[src/rtl/avalon_st_mul_responder.sv]
// Avalon-ST multiply responder.
// Receives a request packet of N = 2*SZ/DSZ beats carrying operands A then B
// (each little-endian). Returns a response packet of N beats carrying the full
// 2*SZ-bit unsigned product A*B, also little-endian.
// Malformed requests are dropped, and each one raises a one-cycle err pulse.
module avalon_st_mul_responder #(
    parameter int SZ  = 32,
    parameter int DSZ = 8
) (
    input  logic           clk,
    input  logic           _rst,

    // Sink (request) side
    input  logic [DSZ-1:0] data_in,
    input  logic           valid_in,
    input  logic           startofpacket_in,
    input  logic           endofpacket_in,
    output logic           ready_out,

    // Source (response) side
    output logic [DSZ-1:0] data_out,
    output logic           valid_out,
    output logic           startofpacket_out,
    output logic           endofpacket_out,
    input  logic           ready_in,

    // Status
    output logic           busy,
    output logic           err
);

    // Beats per packet. Requests and responses are both 2*SZ bits wide.
    localparam int N     = (2 * SZ) / DSZ;
    localparam int CNT_W = (N > 1) ? $clog2(N) : 1;
    localparam logic [CNT_W-1:0] LAST = CNT_W'(N - 1);

    typedef enum logic [2:0] {
        IDLE,
        RECV,
        DRAIN,
        CALC,
        SEND
    } state_e;

    state_e            state_q, state_d;
    logic [CNT_W-1:0]  cnt_q,   cnt_d;    // beat index within the current packet
    logic [2*SZ-1:0]   opnd_q,  opnd_d;   // {B, A} as it is assembled from beats
    logic [2*SZ-1:0]   prod_q,  prod_d;   // registered product that is streamed out
    logic              err_q,   err_d;    // registered violation pulse
    logic              live_q,  live_d;   // low in reset, high from the first edge after release

    logic              sink_fire;
    logic              src_fire;
    logic              sink_open;
    logic [SZ-1:0]     opnd_a;
    logic [SZ-1:0]     opnd_b;
    logic [DSZ-1:0]    send_beat;

    // The sink is open while a request can be accepted, and never before the
    // first clock edge after reset is released.
    assign sink_open = (state_q == IDLE) || (state_q == RECV) || (state_q == DRAIN);
    assign ready_out = live_q && sink_open;

    assign sink_fire = valid_in && ready_out;
    assign src_fire  = valid_out && ready_in;

    // A occupies the first SZ/DSZ beats, so it sits in the low half.
    assign opnd_a = opnd_q[SZ-1:0];
    assign opnd_b = opnd_q[2*SZ-1:SZ];

    // The beat counter advances only on a source transfer, so this slice stays
    // stable while the downstream stalls.
    assign send_beat = prod_q[int'(cnt_q) * DSZ +: DSZ];

    // Source outputs are decoded from state, so they are zero outside SEND and in reset.
    assign valid_out         = (state_q == SEND);
    assign data_out          = valid_out ? send_beat : '0;
    assign startofpacket_out = valid_out && (cnt_q == '0);
    assign endofpacket_out   = valid_out && (cnt_q == LAST);

    assign busy = (state_q != IDLE);
    assign err  = err_q;

    // Next-state logic: request parsing, product capture and response sequencing.
    always_comb begin
        // NOTE: every signal gets its hold value first, so no path through the
        // case statement can leave one unassigned and infer a latch.
        state_d = state_q;
        cnt_d   = cnt_q;
        opnd_d  = opnd_q;
        prod_d  = prod_q;
        err_d   = 1'b0;
        live_d  = 1'b1;

        case (state_q)
            IDLE: begin
                cnt_d = '0;
                if (sink_fire) begin
                    if (startofpacket_in && !endofpacket_in) begin
                        opnd_d[DSZ-1:0] = data_in;
                        cnt_d           = CNT_W'(1);
                        state_d         = RECV;
                    end else begin
                        // Stray beat, or a packet that is one beat long: drop it.
                        err_d = 1'b1;
                    end
                end
            end

            RECV: begin
                if (sink_fire) begin
                    if (startofpacket_in && endofpacket_in) begin
                        // A new single-beat packet: the partial packet and this beat are both dropped.
                        err_d   = 1'b1;
                        cnt_d   = '0;
                        state_d = IDLE;
                    end else if (startofpacket_in) begin
                        // A new packet starts: this beat becomes its first beat.
                        opnd_d[DSZ-1:0] = data_in;
                        cnt_d           = CNT_W'(1);
                        err_d           = 1'b1;
                    end else if (cnt_q != LAST) begin
                        if (endofpacket_in) begin
                            // Packet too short.
                            err_d   = 1'b1;
                            cnt_d   = '0;
                            state_d = IDLE;
                        end else begin
                            opnd_d[int'(cnt_q) * DSZ +: DSZ] = data_in;
                            cnt_d = cnt_q + CNT_W'(1);
                        end
                    end else begin
                        opnd_d[int'(cnt_q) * DSZ +: DSZ] = data_in;
                        cnt_d = '0;
                        if (endofpacket_in) begin
                            state_d = CALC;
                        end else begin
                            // Packet too long: swallow the rest of it quietly.
                            err_d   = 1'b1;
                            state_d = DRAIN;
                        end
                    end
                end
            end

            DRAIN: begin
                cnt_d = '0;
                if (sink_fire && endofpacket_in) begin
                    state_d = IDLE;
                end
            end

            CALC: begin
                // Zero-extend both operands so the product keeps all 2*SZ bits.
                prod_d  = {{SZ{1'b0}}, opnd_a} * {{SZ{1'b0}}, opnd_b};
                cnt_d   = '0;
                state_d = SEND;
            end

            SEND: begin
                if (src_fire) begin
                    if (cnt_q == LAST) begin
                        cnt_d   = '0;
                        state_d = IDLE;
                    end else begin
                        cnt_d = cnt_q + CNT_W'(1);
                    end
                end
            end

            default: begin
                cnt_d   = '0;
                state_d = IDLE;
            end
        endcase
    end

    // State register. Reset clears control, operands and the product.
    always_ff @(posedge clk or negedge _rst) begin
        if (!_rst) begin
            // NOTE: the operand and product registers are cleared as well as the
            // control state, so no data from an aborted transaction survives a reset.
            state_q <= IDLE;
            cnt_q   <= '0;
            opnd_q  <= '0;
            prod_q  <= '0;
            err_q   <= 1'b0;
            live_q  <= 1'b0;
        end else begin
            // NOTE: non-blocking assignments make every flop sample its _d value
            // from before the edge, whatever order these lines are in.
            state_q <= state_d;
            cnt_q   <= cnt_d;
            opnd_q  <= opnd_d;
            prod_q  <= prod_d;
            err_q   <= err_d;
            live_q  <= live_d;
        end
    end

endmodule

[config.mk]
export PLATFORM = sky130hd
export DESIGN_NAME = avalon_st_mul_responder
export DESIGN_NICKNAME = d
export VERILOG_FILES = /design/src/rtl/avalon_st_mul_responder.sv
export SDC_FILE = /design/constraint.sdc
export NUM_CORES = 2
export LEC_CHECK = 0
export ABC_AREA = 1
export CAP_MARGIN = 10
export CELL_PAD_IN_SITES_DETAIL_PLACEMENT = 1
export CELL_PAD_IN_SITES_GLOBAL_PLACEMENT = 2
export CORE_UTILIZATION = 36
export CTS_CLUSTER_SIZE = 14
export DETAILED_ROUTE_END_ITERATION = 8
export DONT_BUFFER_PORTS = 1
export HOLD_SLACK_MARGIN = 0.05
export MAX_ROUTING_LAYER = met4
export PLACE_DENSITY = 0.87
export SLEW_MARGIN = 20
export SYNTH_ARGS = -nofsm -noshare
export SYNTH_HDL_FRONTEND = slang
export SYNTH_SLANG_ARGS = --single-unit
[constraint.sdc]
create_clock -name clk -period 6.2 [get_ports clk]
set_input_delay 1.24 -clock clk [delete_from_list [all_inputs] [get_ports clk]]
set_output_delay 1.24 -clock clk [all_outputs]
set_load 0.005 [all_outputs]
==> results.toml <==
[cts]
root_buffer = "clkbuf_16"
cts_inserted_buffers = 17
cts_hold_repair.buffers = 0
clkLatencyLatePin_ns = 0.46
clock-sinks = 136
cts.path.max_buffers = 2
tritoncts = "yes"
ctsHtreeMaxLevel = 4
clk_pin_slew_ns = 0.07

[pwr]
leakagePower_nw = 29.9
ir_worst_vdd_mv = 0.189
pwr_density_cell_nw_per_um2 = 69.6
power_switching_mw = 1.55
p_comb_frac = 0.401
p_sw_frac = 0.440
clkPwrFrac = 0.313
p_int_mw = 1.97
power_frac_seq = 0.286

[timing]
hold_violations = 0
setup_slack_ns = -0.591
period_minus_slack_ns = 6.79
relSlewSlack = 0.433
tns_ns = -23.12
fin_skew_ns = 0.0198
fin_crit_sh = 1.10
setup_violations = 49
finalMaxSlewViolations = 0
fmax_ghz = 0.147
rsz0062_at_grt = "yes"
worstMarginPinSlew_ns = 0.849

[synth]
syn_nets = 6839
synth_seq_area_share = 0.0813
avgSynthCellArea_um2 = 7.40
async_flop_share = 1.00
netlist_area_um2 = 41800
synth_area_leaders = "fa_1, inv_1, nand2_1"
syn_inst = 5657
synth.distinct_cells = 32
yosys.area.top_type = "fa_1"
synth_edf_count = 0
netlist.area_leader.share = 0.429
synth-seq-cells = 136
yosys_warnings = 0
yosysMostFrequentCell = "inv_1"
ys_top_cells_by_count = "inv_1, nand2_1, fa_1"
ys.flop_type = "dfrtp_1"

[global_route]
grt_pass1_wl_um = 230000
track_usage = 0.263
grt_overflow = 0
grt_pass1_vias = 40700
grt_max_degree = 137
antenna_found_initial = 1

[run]
drv_cap = 0

[layout]
drive_gt1_frac = 0.181
syn2layout_area_growth_pct = 20.8
final_cells = 7412
n_fill_cell = 14000
fin_nets = 7068

[setup_path]
crit_family = "adder cells"
crit_top_cell = "nand2_1"
ff2ff_path_depth = 29
criticalPathCategory = "reg2reg"
crit_cells = 29
critPathLaunchType = "flop"
worst_ep_required_time_ns = 6.59
cp-end-kind = "flop"
worst_path_max_delay_cell = "fa_2"
critPathBufInv = 6
arrival_ns = 7.18
critPathMaxStageDelay_ns = 0.60
worstPathMaxFanout = 5

[placed_design]
port-buffer-count = 0
gp_congestion = 0.897
dp_hpwl_um = 119000
dp_cells = 7303

[floorplan]
die_h_um = 343
rows = 124
core_um2 = 115000
initial_utilization = 0.364
die_w_um = 343
num_io_pins = 28
design.die.area_um2 = 118000

[drt]
via_per_inst = 4.81
drc = 0
wl_per_cell_um = 19.7
dr.first_iter.drc_count = 1890
num_vias = 35700
dr.pass1.iters = 7
routed_wl_um = 146000
ant_nets = 0

[status]
run_status = "complete, but fails checks"
violations = "setup timing"

[worst_hold_path]
hold_path_class = "in2async"
power groups by stage:
stage                     Sequential [mW]  Clock, mW  Combinational (mW)
final                                1.00       1.10                1.41
after global routing                 1.01       1.14                1.48
after CTS                            1.00       1.11                1.37
after detailed placement             1.02          0                1.33
after global placement               1.01          0                1.32
after floorplan                     0.953          0               0.621
state kept, by name, summed over array words and instances (netlist names):
| name | count |
|---|---|
| state_q | 3 |
| prod_q | 64 |
| live_q | 1 |
| opnd_q | 64 |
| cnt_q | 3 |
| err | 1 |
through the flow:
step	total power, mW	setup WS (ns)	util	cell area, µm²	hold WS, ns
after global routing	3.64	-0.782	0.440	50600	0.454
after global placement	2.33	-0.883	0.407	46800	0.462
after detailed placement	2.35	-0.897	0.407	46800	0.467
final	3.52	-0.591	0.440	50600	0.468
after CTS	3.48	-0.563	0.432	49600	0.448
after floorplan	1.57	-0.0137	-	42100	0.443
repair_timing:
| item | CTS | global route |
|---|---|---|
| pin swaps | 160 | 117 |
| endpoints found under the setup margin | 53 | 54 |
| gates cloned | 3 | 2 |
| setup buffers | 54 | 18 |
| gates resized for setup | 517 | 207 |
worst register-to-register path: cells and delay by family, from the launching register on:
kind	cells	cell delay, ns
adder cells (fa/ha/maj)	9	4.51
AND/OR/NAND/NOR	13	1.02
buffers and inverters	6	0.59
flip-flops	1	0.46
AO/OA/AOI/OAI	1	0.16
routing by layer:
layer  track usage  wire length [µm]  vias to the layer above
met1         0.332             62500                    18500
li1              -                 -                    16100
met2         0.443             72300                      787
met4        0.0681              4210                        0
met3        0.0334              7030                      235
met5             -                 0                        -
area by class of cell:
cell class / instances / area (µm²) / share of cell area
Antenna cell: 1 / 2.50 / 0.0000495
Clock buffer: 17 / 425 / 0.00841
Clock inverter: 15 / 169 / 0.00334
Inverter: 1745 / 6560 / 0.130
Multi-Input combinational cell: 3483 / 33000 / 0.654
Sequential cell: 136 / 3420 / 0.0677
Tap cell: 1512 / 1890 / 0.0374
Timing Repair Buffer: 503 / 5050 / 0.0998
cells by family (layout without fill, tap and decap cells):
family | after synthesis | count (layout) | share of synthesized area
AO/OA/AOI/OAI | 235 | 235 | 0.0295
XOR/XNOR | 29 | 29 | 0.00607
adder cells (fa/ha/maj) | 1168 | 1168 | 0.510
buffers and inverters | 2038 | 2280 | 0.183
flip-flops | 136 | 136 | 0.0813
multiplexers | 1 | 1 | 0.000269
other | 1 | 2 | 0.0000896
AND/OR/NAND/NOR | 2049 | 2049 | 0.190
worst paths after layout:
check | start | to | slack (ns)
max | opnd_q[41] | prod_q[56] | -0.59
min | _rst | live_q | 0.47
max reg2reg | opnd_q[41] | prod_q[56] | -0.59
min reg2reg | prod_q[47] | prod_q[47] | 0.48
max in group asynchronous | _rst | opnd_q[28] | 5.49
min in group clk | prod_q[47] | prod_q[47] | 0.48
cells in the final DEF, fill, tap and decap left out, types with 9 or more instances in the layout:
cell | netlist | final
inv_1 | 1743 | 1657
nand2_1 | 1735 | 1533
fa_1 | 896 | 840
buf_4 | 0 | 367
ha_1 | 272 | 228
nand2_2 | 0 | 150
o21ai_0 | 154 | 139
dfrtp_1 | 136 | 122
nor2_1 | 162 | 102
nand3_1 | 106 | 94
inv_2 | 0 | 82
buf_12 | 0 | 77
fa_2 | 0 | 56
nand2_4 | 0 | 50
buf_6 | 0 | 49
ha_4 | 0 | 40
nor2_4 | 0 | 34
a21oi_1 | 52 | 26
nor2_2 | 0 | 26
a21oi_2 | 0 | 21
clkbuf_16 | 0 | 18
dfrtp_2 | 0 | 14
xnor2_1 | 26 | 13
a31oi_1 | 12 | 12
nand4_1 | 11 | 11
o21ai_1 | 0 | 11
nand3b_1 | 9 | 9
Power figures use the tool's default switching activity.
